**src/rtl/note_sample_streamer.sv**
```systemverilog
// note_sample_streamer: DDS sine feeder with attack/release envelope, one stereo sample per codec handshake
//
// Ports:
//   CLOCK_50                 in   system clock, rising edge
//   reset                    in   asynchronous active-high reset
//   note_on                  in   key held (level)
//   phase_inc                in   DDS tuning word, sampled on each accepted sample
//   rom_addr                 out  sine ROM address (top ADDR_W phase bits)
//   rom_data                 in   signed ROM word, valid one cycle after rom_addr
//   audio_out_allowed        in   codec FIFO has space
//   write_audio_out          out  one-cycle write strobe
//   left_channel_audio_out   out  signed scaled sample
//   right_channel_audio_out  out  same sample as left
//   envelope_gain            out  current envelope gain
module note_sample_streamer #(
    parameter int PHASE_W      = 32,
    parameter int ADDR_W       = 10,
    parameter int GAIN_W       = 8,
    parameter int ATTACK_STEP  = 4,
    parameter int RELEASE_STEP = 2
) (
    input  logic              CLOCK_50,
    input  logic              reset,
    input  logic              note_on,
    input  logic [PHASE_W-1:0] phase_inc,
    output logic [ADDR_W-1:0] rom_addr,
    input  logic [31:0]       rom_data,
    input  logic              audio_out_allowed,
    output logic              write_audio_out,
    output logic [31:0]       left_channel_audio_out,
    output logic [31:0]       right_channel_audio_out,
    output logic [GAIN_W-1:0] envelope_gain
);
    typedef enum logic [1:0] {S_ADDR, S_DATA, S_WAIT} state_t;

    localparam logic [GAIN_W-1:0] GAIN_MAX = '1;
    localparam logic [GAIN_W:0]   ATK      = (GAIN_W+1)'(ATTACK_STEP);
    localparam logic [GAIN_W-1:0] REL      = GAIN_W'(RELEASE_STEP);

    state_t                   state;
    logic [PHASE_W-1:0]       phase, phase_next;
    logic [GAIN_W-1:0]        gain, gain_next;
    logic [GAIN_W:0]          gain_up;
    logic signed [32+GAIN_W:0] product;
    logic [31:0]              sample;

    always_comb begin
        gain_up    = {1'b0, gain} + ATK;
        gain_next  = note_on ? (gain_up > {1'b0, GAIN_MAX} ? GAIN_MAX : gain_up[GAIN_W-1:0])
                             : (gain < REL ? '0 : gain - REL);
        // a silent, released voice parks the phase so the next note starts at 0
        phase_next = (!note_on && gain == '0) ? '0 : phase + phase_inc;
        product    = $signed(rom_data) * $signed({1'b0, gain});
    end

    // combinational so an async reset in S_WAIT drops the strobe immediately
    assign write_audio_out         = (state == S_WAIT) && audio_out_allowed;
    assign left_channel_audio_out  = sample;
    assign right_channel_audio_out = sample;
    assign envelope_gain           = gain;

    always_ff @(posedge CLOCK_50 or posedge reset) begin
        if (reset) begin
            state    <= S_ADDR;
            phase    <= '0;
            gain     <= '0;
            rom_addr <= '0;
            sample   <= '0;
        end else begin
            case (state)
                S_ADDR: state <= S_DATA;
                S_DATA: begin
                    sample <= 32'(product >>> GAIN_W);
                    state  <= S_WAIT;
                end
                S_WAIT: if (audio_out_allowed) begin
                    phase    <= phase_next;
                    gain     <= gain_next;
                    // loaded with the new phase so the ROM holds it through S_ADDR
                    rom_addr <= phase_next[PHASE_W-1 -: ADDR_W];
                    state    <= S_ADDR;
                end
                default: state <= S_ADDR;
            endcase
        end
    end
endmodule

```
**config.mk**
```make
export PLATFORM = sky130hd
export DESIGN_NAME = note_sample_streamer
export DESIGN_NICKNAME = d
export VERILOG_FILES = /design/src/rtl/note_sample_streamer.sv
export SDC_FILE = /design/constraint.sdc
export NUM_CORES = 1
export LEC_CHECK = 0
export ABC_CLOCK_PERIOD_IN_PS = 10900
export CORE_UTILIZATION = 31
export CTS_CLUSTER_SIZE = 30
export DETAILED_ROUTE_END_ITERATION = 6
export GPL_ROUTABILITY_DRIVEN = 0
export SYNTH_ARGS = -nofsm -noshare
export SYNTH_HDL_FRONTEND = slang
export SYNTH_SLANG_ARGS = --single-unit
```
**constraint.sdc**
```tcl
create_clock -name CLOCK_50 -period 10.9 [get_ports CLOCK_50]
set_input_delay 3.27 -clock CLOCK_50 [delete_from_list [all_inputs] [get_ports CLOCK_50]]
set_output_delay 3.27 -clock CLOCK_50 [all_outputs]
set_load 0.03 [all_outputs]
```
==> reports/results.ini, run 1 <==
[finish]
seq_area_mm2 = 0.00186
drive_gt1_share_pct = 2.60
n_fill_cell = 4323
nets = 1990
multi_input_area_mm2 = 0.00984
syn2layout_area_growth_pct = 15.8
final_cells = 2158

[synth]
ys_async_sr_fraction_pct = 100
synthFlopType = dfrtp_1
synth_enable_flop_cells = 0
synth.distinct_cells = 65
yosysSeqAreaShare_pct = 13.9
synth_cells = 1534
netlist_area_mm2 = 0.0133
avgSynthCellArea_um2 = 8.65
synth_common_cells = inv_1, fa_1, nand2_1, and2_1, ha_1
yosysMostFrequentCell = inv_1
yosysTopAreaCellShare_pct = 29.6
ys_ff_latch = 74
yosysWarnings = 0
synthTopCellsByArea = fa_1, dfrtp_1, ha_1
yosys.area.top_type = fa_1
synth_nets = 1910

[floorplan]
ioPinCount = 151
rows = 75
coreArea_mm2 = 0.0421
die_x_um = 209
dieHeight_um = 209
start_util_pct = 31.5
dieArea_mm2 = 0.0437

[global_routing]
grt_max_degree = 75
antenna_found_initial = 0
grt_pass1_wl_um = 54500
grt_overflow = 0
grt_usage_pct = 15.5
grt_pass1_vias = 10800

[detailed_routing]
drtAntennaViolNets = 0
drc = 0
drt_iter0_drc = 474
firstDrtPassIters = 5
vias = 10500
wirelength_um = 32700
routedWlPerCell_um = 15.2
vias_per_cell = 4.88

[worst_setup_path]
endpoint_kind = primary output
crit_required_ns = 7.63
worstSetupPathType = in -> out
cp.arrival_ns = 5.44
r2r_cells = 18
crit_fanout = 46
start_kind = primary input

[timing]
skew_ns = 0.00885
setup_viol = 0
rsz0062_at_grt = false
worst_slack_ns = 2.19
fin_crit_sh_pct = 79.9
setup_tns_ns = 0
hold_ws_ns = 0.473
worst_pin_slew_ns = 1.03
maxSlewViolCount = 0
slew_headroom_pct = 31.6
fmax_mhz = 115
hold_viol = 0
period_needed_ns = 8.71

[placement]
pre_cts_ws_ns = 2.08
port_buffers = 150
dp_cells = 2142
hpwlAfterDp_um = 26100

[clocking]
cts_hold_buffers = 0
cts_tree = yes
numClockSinks = 74
numCtsBuffers = 9
cts_resized = 0
cts_setup_buffers = 0
clk_latency_ns = 0.35
clockBufferDepth = 2
path_clk_slew_ns = 0.06
cts_root_buf = clkbuf_16
htree_levels = 3

[run]
cap_violations = 0

[min_path]
hold_depth = 1
min_path_type = reg -> reg

[run_status]
outcome = finished clean

state kept, by name, indices dropped and copies added (netlist names):
signal	count
envelope_gain	8
rom_addr	10
phase	22
state	2
left_channel_audio_out	32
cell type report:
class                           instances  share of cell area (%)
Timing Repair Buffer                  160                    10.3
Multi-Input combinational cell       1078                    64.0
Tap cell                              539                    4.39
Inverter                              291                    7.11
Clock inverter                          5                   0.676
Clock buffer                           10                    1.49
Sequential cell                        74                    12.1
Antenna cell                            1                  0.0163
cells by family after synthesis:
kind of cell | synth area share (%)
AND/OR/NAND/NOR | 16.8
buffers and inverters | 12.0
adder cells (fa/ha/maj) | 40.1
AO/OA/AOI/OAI | 13.0
flip-flops | 13.9
XOR/XNOR | 3.83
multiplexers | 0.330
final timing paths:
kind | startpoint | endpoint | slack [ns]
setup / recovery | audio_out_allowed | write_audio_out | 2.19
hold / removal | state[1] | state[0] | 0.47
setup reg to reg | envelope_gain[4] | left_channel_audio_out[30] | 4.96
hold reg to reg | state[1] | state[0] | 0.47
max in group asynchronous | reset | envelope_gain[0] | 6.58
min in group asynchronous | reset | left_channel_audio_out[0] | 3.58
per-stage QoR:
| stage | instance area (µm²) | utilization [%] |
|---|---|---|
| finish | 15400 | 36.5 |
| global route | 15400 | 36.5 |
| CTS | 15400 | 36.5 |
| detailed placement | 15000 | 35.7 |
| global placement | 15000 | 35.7 |
| floorplan | 13300 | - |
routing by layer:
metal | GRT usage (%) | part of all wire, % | up-vias
li1 | - | - | 4991
met1 | 20.1 | 44 | 5308
met3 | 2.25 | 3.4 | 26
met4 | 2.61 | 1.2 | 0
met5 | 0 | 0 | -
met2 | 27.6 | 51 | 215
worst max-delay path, cell delays in order:
cell	delay [ns]
clkdlybuf4s50_1	0.47
inv_1	0.04
or2_2	0.64
inv_1	0.29
clkdlybuf4s50_1	0.72
cell usage in the layout (no fill, tap or decap), types with 3 or more instances in the layout:
master	count
inv_1	290
fa_1	196
nand2_1	193
clkdlybuf4s50_1	150
and2_1	130
ha_1	112
dfrtp_1	71
a21oi_1	65
o21ai_0	65
xnor2_1	38
a21o_1	33
nor2_1	29
a22o_1	28
xor2_1	20
nor3_1	17
and3_1	14
nand3_1	12
buf_4	10
nand2b_1	9
nand4_1	9
clkbuf_16	9
a31oi_1	7
o21bai_1	7
o211ai_1	7
or3_1	6
nor4_1	5
nor2b_1	5
o21a_1	5
o21ai_1	4
o31ai_1	4
a211oi_1	4
o22a_1	3
mux2_2	3
o41ai_1	3
a211o_1	3
a221o_1	3
bufinv_16	3
dfrtp_2	3
Power of run 1 is not shown: default switching activity piles up to over one toggle a cycle in this logic, so the estimate is an artifact.
==> run 2: changes to the inputs <==
--- a/config.mk
+++ b/config.mk
@@ -5,7 +5,7 @@
 export SDC_FILE = /design/constraint.sdc
 export NUM_CORES = 1
 export LEC_CHECK = 0
-export ABC_CLOCK_PERIOD_IN_PS = 10900
+export ABC_CLOCK_PERIOD_IN_PS = 7500
 export CORE_UTILIZATION = 31
 export CTS_CLUSTER_SIZE = 30
 export DETAILED_ROUTE_END_ITERATION = 6
==> constraint.sdc (replaced) <==
create_clock -name CLOCK_50 -period 7.5 [get_ports CLOCK_50]
set_input_delay 2.25 -clock CLOCK_50 [delete_from_list [all_inputs] [get_ports CLOCK_50]]
set_output_delay 2.25 -clock CLOCK_50 [all_outputs]
set_load 0.03 [all_outputs]
==> run 2 against run 1 <==
Compared with the run above:
- register-to-register slack got worse by 3.3 ns
- wire length is 3.8% higher
- die area unchanged
- sequential cell count unchanged
- via count increased by 2.9%
- clock skew rose by 0.0021 ns
- utilization grew 1.1 points
- final cell count is 2.8% higher
- design area up 3.0%
- non-clock buffer count is 61 higher
- first-iteration DRC count down 11%
- hold slack better by 0.0082 ns
- critical endpoint is now left_channel_audio_out[30]
==> reports/results.ini, run 2 (same netlist as run 1, synthesis figures left out) <==
[run_status]
outcome = finished clean

[worst_setup_path]
crit_top_cell = fa_1
worstSetupPathType = in -> reg
cp_cell_sequence = clkdlybuf4s50_1, nand2_1, fa_1, inv_1, fa_1, fa_1, inv_1, fa_1, inv_1, ha_1, a21oi_2, o21bai_1, a21o_1, a21oi_2, o211ai_4, o31a_1, a221o_1, nor4bb_1, or3_1
endpoint_kind = flip-flop
cp.arrival_ns = 7.47  ; +2.03 ns
crit_fanout = 4  ; -91%
worst_path_max_delay_cell = fa_1
crit_required_ns = 7.72  ; +0.09 ns
start_kind = primary input
slowest_delay_ns = 0.59  ; -0.13 ns

[detailed_routing]
routedWlPerCell_um = 15.3  ; +0.99%
drc = 0  ; unchanged
vias_per_cell = 4.89  ; +0.11%
drt_iter0_drc = 420  ; -11%
vias = 10900  ; +2.9%
drtAntennaViolNets = 0  ; unchanged
firstDrtPassIters = 4  ; -1
wirelength_um = 34000  ; +3.8%

[floorplan]
die_x_um = 209  ; unchanged
dieArea_mm2 = 0.0437  ; unchanged
dieHeight_um = 209  ; unchanged
rows = 75  ; unchanged
ioPinCount = 151  ; unchanged
start_util_pct = 31.5  ; unchanged
coreArea_mm2 = 0.0421  ; unchanged

[finish]
layout_commonest_cell = inv_1
final_cell_mix = inv_1, fa_1, nand2_1, clkdlybuf4s50_1, and2_1
syn2layout_area_growth_pct = 19.3
largest_reg_flops = 32  ; unchanged
antenna_cells = 0  ; -1
final_cells = 2219  ; +2.8%
drive_gt1_share_pct = 6.31  ; +3.7 points
nets = 2051  ; +3.1%
n_fill_cell = 4330  ; +0.16%

[global_routing]
grt_overflow = 0  ; unchanged
met3_usage_pct = 1.94  ; -0.32 points
grt_pass1_wl_um = 56700  ; +4.0%
antenna_found_initial = 0  ; unchanged
grt_pass1_vias = 11500  ; +6.2%
grt_usage_pct = 16.1  ; +0.58 points
top_usage_layer = met2
grt_max_degree = 70  ; -6.7%
grtUsageMet1_pct = 20.2  ; +0.090 points
grtUsageMet2_pct = 29.2  ; +1.6 points

[timing]
skew_ns = 0.0109  ; +0.00210 ns
fmax_mhz = 138
setup_viol = 0  ; unchanged
fin_crit_sh_pct = 96.6
setup_tns_ns = 0  ; unchanged
hold_viol = 0  ; unchanged
worst_pin_slew_ns = 0.935  ; -0.0902 ns
maxSlewViolCount = 0  ; unchanged
slew_headroom_pct = 37.6  ; +6.0 points
worst_slack_ns = 0.253  ; -1.94 ns
rsz0062_at_grt = false
period_needed_ns = 7.25

[clocking]
numCtsBuffers = 9  ; unchanged
numClockSinks = 74  ; unchanged
cts_hold_buffers = 0  ; unchanged
clockBufferDepth = 2  ; unchanged
cts_resized = 0  ; unchanged
clk_latency_ns = 0.34  ; about the same
cts_root_buf = clkbuf_16
cts_tree = yes
path_clk_slew_ns = 0.07  ; about the same
cts_setup_buffers = 0  ; unchanged
htree_levels = 3  ; unchanged

[placement]
pre_cts_ws_ns = -0.172  ; -2.25 ns
hpwlAfterDp_um = 27500  ; +5.4%
dp_cells = 2203  ; +2.8%
port_buffers = 150  ; unchanged

[run]
cap_violations = 0  ; unchanged

[min_path]
min_path_type = reg -> reg

## run 2: stage by stage
step                hold WS [ns]  instance area (µm²)  util [%]
floorplan                  0.431                13300         -
global placement           0.460                15500      36.8
detailed placement         0.471                15500      36.8
CTS                        0.480                15800      37.6
global route               0.517                15800      37.6
finish                     0.482                15800      37.6
## run 2: worst paths after layout
path | endpoint | slack [ns] | from | depth (start not counted)
worst min register to register | state[0] | 0.48 | state[1] | 1
worst min-delay path | state[0] | 0.48 | state[1] | 1
max in group asynchronous | envelope_gain[1] | 4.19 | reset | 3
worst max register to register | left_channel_audio_out[30] | 1.63 | envelope_gain[5] | 18
worst max-delay path | left_channel_audio_out[30] | 0.25 | rom_data[13] | 19
min in group asynchronous | phase[0] | 2.21 | reset | 2
## run 2: layout make-up
class / instances / area, µm² / share of cell area, %
clock buffer: 9 / 225 / 1.42
clock inverter: 7 / 101 / 0.640
inverter: 291 / 1090 / 6.91
multi-input combinational: 1078 / 9840 / 62.2
sequential: 74 / 1860 / 11.7
tap: 539 / 674 / 4.26
timing repair buffer: 221 / 2040 / 12.9
## run 2: metal layers
layer	part of all wire, %	wire, µm
met5	0	0
met4	1.9	641
met3	3.7	1260
met2	51	17400
met1	43	14700
## run 2: worst max-delay path, delay by kind of cell
kind / cells / cell delay, ns
AOI/OAI and AO/OA: 7 / 1.42
adders and majority gates: 5 / 2.48
buffers and inverters: 4 / 0.69
and+or+nand+nor: 3 / 0.63
Power of run 2 is left out for the same reason.
==> run 3: changes to the inputs <==
--- a/config.mk
+++ b/config.mk
@@ -7,6 +7,7 @@
 export LEC_CHECK = 0
 export ABC_CLOCK_PERIOD_IN_PS = 7500
 export CORE_UTILIZATION = 31
+export CTS_BUF_LIST = sky130_fd_sc_hd__clkbuf_8
 export CTS_CLUSTER_SIZE = 30
 export DETAILED_ROUTE_END_ITERATION = 6
 export GPL_ROUTABILITY_DRIVEN = 0
==> run 3 against run 2 <==
Compared with the run above:
- clock skew increased by 0.0064 ns
- wire length is essentially flat
- first-iteration DRC count decreased by 5.2%
- sequential share of layout area up 0.084 points
- register-to-register slack barely moved
- critical path depth unchanged
- highest routed layer unchanged
==> reports/results.ini, run 3 (same netlist as run 1, synthesis figures left out) <==
[floorplan]
ioPinCount = 151  ; unchanged
die_x_um = 209  ; unchanged
rows = 75  ; unchanged
dieArea_mm2 = 0.0437  ; unchanged
dieHeight_um = 209  ; unchanged
coreArea_mm2 = 0.0421  ; unchanged
start_util_pct = 31.5  ; unchanged

[timing]
fmax_mhz = 138  ; about the same
worst_slack_ns = 0.255  ; +0.00255 ns
setup_tns_ns = 0  ; unchanged
hold_ws_ns = 0.485  ; +0.00343 ns
slew_headroom_pct = 37.1  ; -0.52 points
fin_crit_sh_pct = 96.6  ; about the same
period_needed_ns = 7.24  ; -0.00255 ns
maxSlewViolCount = 0  ; unchanged
rsz0062_at_grt = false
worst_pin_slew_ns = 0.943  ; +0.00780 ns
hold_viol = 0  ; unchanged
setup_viol = 0  ; unchanged
skew_ns = 0.0173  ; +0.00637 ns

[placement]
place_area_mm2 = 0.0155  ; unchanged
hpwlAfterDp_um = 27500  ; unchanged
pre_cts_ws_ns = -0.172  ; unchanged
port_buffers = 150  ; unchanged

[detailed_routing]
wirelength_um = 34000  ; about the same
drt_iter0_drc = 398  ; -5.2%
firstDrtPassIters = 5  ; +1
vias = 10800  ; -0.57%
routedWlPerCell_um = 15.3  ; about the same
drtAntennaViolNets = 0  ; unchanged
vias_per_cell = 4.86  ; -0.57%
drc = 0  ; unchanged

[clocking]
path_clk_slew_ns = 0.09  ; +0.02 ns
cts_root_buf = clkbuf_8
cts_setup_buffers = 0  ; unchanged
htree_levels = 3  ; unchanged
cts_hold_buffers = 0  ; unchanged
cts_tree = yes
cts_resized = 0  ; unchanged
clockBufferDepth = 2  ; unchanged
numClockSinks = 74  ; unchanged
numCtsBuffers = 9  ; unchanged
clk_latency_ns = 0.37  ; +0.03 ns

[global_routing]
grtUsageMet1_pct = 20.2  ; about the same
grt_max_degree = 70  ; unchanged
top_usage_layer = met2
met3_usage_pct = 1.71  ; -0.23 points
grt_pass1_wl_um = 56600  ; -0.17%
grt_overflow = 0  ; unchanged
grtUsageMet2_pct = 29.2  ; about the same
antenna_found_initial = 0  ; unchanged
grt_pass1_vias = 11500  ; -0.15%
grt_usage_pct = 16.1  ; -0.023 points

[worst_setup_path]
crit_family = adder cells
worstSetupPathType = in -> reg
start_kind = primary input
critPathBufInv = 4  ; unchanged
endpoint_kind = flip-flop
slowest_delay_ns = 0.59  ; about the same
cp_num_cells = 19  ; unchanged
cp.arrival_ns = 7.50  ; +0.03 ns
crit_top_cell = fa_1
worst_path_max_delay_cell = clkdlybuf4s50_1
crit_fanout = 6  ; +2
r2r_end = left_channel_audio_out[30]
crit_required_ns = 7.75  ; +0.03 ns
cp_cell_sequence = clkdlybuf4s50_1, nand2_1, fa_1, inv_1, fa_1, fa_1, inv_1, fa_1, inv_1, ha_1, a21oi_1, o21bai_1, a21o_1, a21oi_2, o211ai_4, o31a_1, a221o_1, nor4bb_1, or3_1
rrSetupSlack_ns = 1.62  ; about the same
r2r-start = envelope_gain[5]
r2r_cells = 18  ; unchanged

[finish]
fin_area_mm2 = 0.0157  ; -0.71%
syn2layout_area_growth_pct = 18.4
largest_reg_flops = 32  ; unchanged
final_cell_mix = inv_1, fa_1, nand2_1, clkdlybuf4s50_1, and2_1
nets = 2051  ; unchanged
layout_commonest_cell = inv_1
drive_gt1_share_pct = 6.25  ; -0.060 points
antenna_cells = 0  ; unchanged

[run_status]
outcome = finished clean

[min_path]
whs_endpoint = state[0]
min_path_type = reg -> reg
min_from = state[1]
hold_depth = 1  ; unchanged

[run]
cap_violations = 0  ; unchanged

## run 3: worst max-delay path by stage
stage	slack [ns]	from	end
3_5_place_dp	-0.17	rom_data[14]	left_channel_audio_out[30]
2_1_floorplan	0.70	rom_data[13]	left_channel_audio_out[30]
6_report	0.26	rom_data[14]	left_channel_audio_out[30]
5_1_grt	0.008	rom_data[14]	left_channel_audio_out[30]
4_1_cts	0.24	rom_data[14]	left_channel_audio_out[30]
3_3_place_gp	-0.04	rom_data[14]	left_channel_audio_out[30]
## run 3: layer usage
layer / share of wire, % / vias up
met4: 1.8 / 0
met5: 0 / -
li1: - / 5117
met2: 51 / 201
met3: 2.8 / 30
met1: 44 / 5440
## run 3: stage by stage
| step | std cells | utilization (%) |
|---|---|---|
| floorplan | 1534 | - |
| global placement | 2203 | 36.8 |
| detailed placement | 2203 | 36.8 |
| CTS | 2219 | 37.3 |
| global route | 2219 | 37.3 |
| finish | 2219 | 37.3 |
## run 3: worst register-to-register path: stages, from the launching register on
cell	delay, ns
dfrtp_1	0.91
buf_4	0.44
and2_1	0.21
fa_1	0.44
fa_1	0.50
fa_1	0.49
inv_1	0.05
fa_1	0.48
inv_1	0.04
ha_1	0.32
a21o_1	0.17
a21o_1	0.16
a21o_1	0.17
inv_1	0.12
o211ai_4	0.11
o31a_1	0.29
a221o_1	0.34
nor4bb_1	0.15
or3_1	0.39
## run 3: area by class of cell
class	count	area, µm²
Sequential cell	74	1860
Multi-Input combinational cell	1078	9840
Fill cell	4344	26400
Tap cell	539	674
Inverter	291	1090
Clock inverter	7	101
Timing Repair Buffer	221	2030
Clock buffer	9	124
Power of run 3 is left out for the same reason.
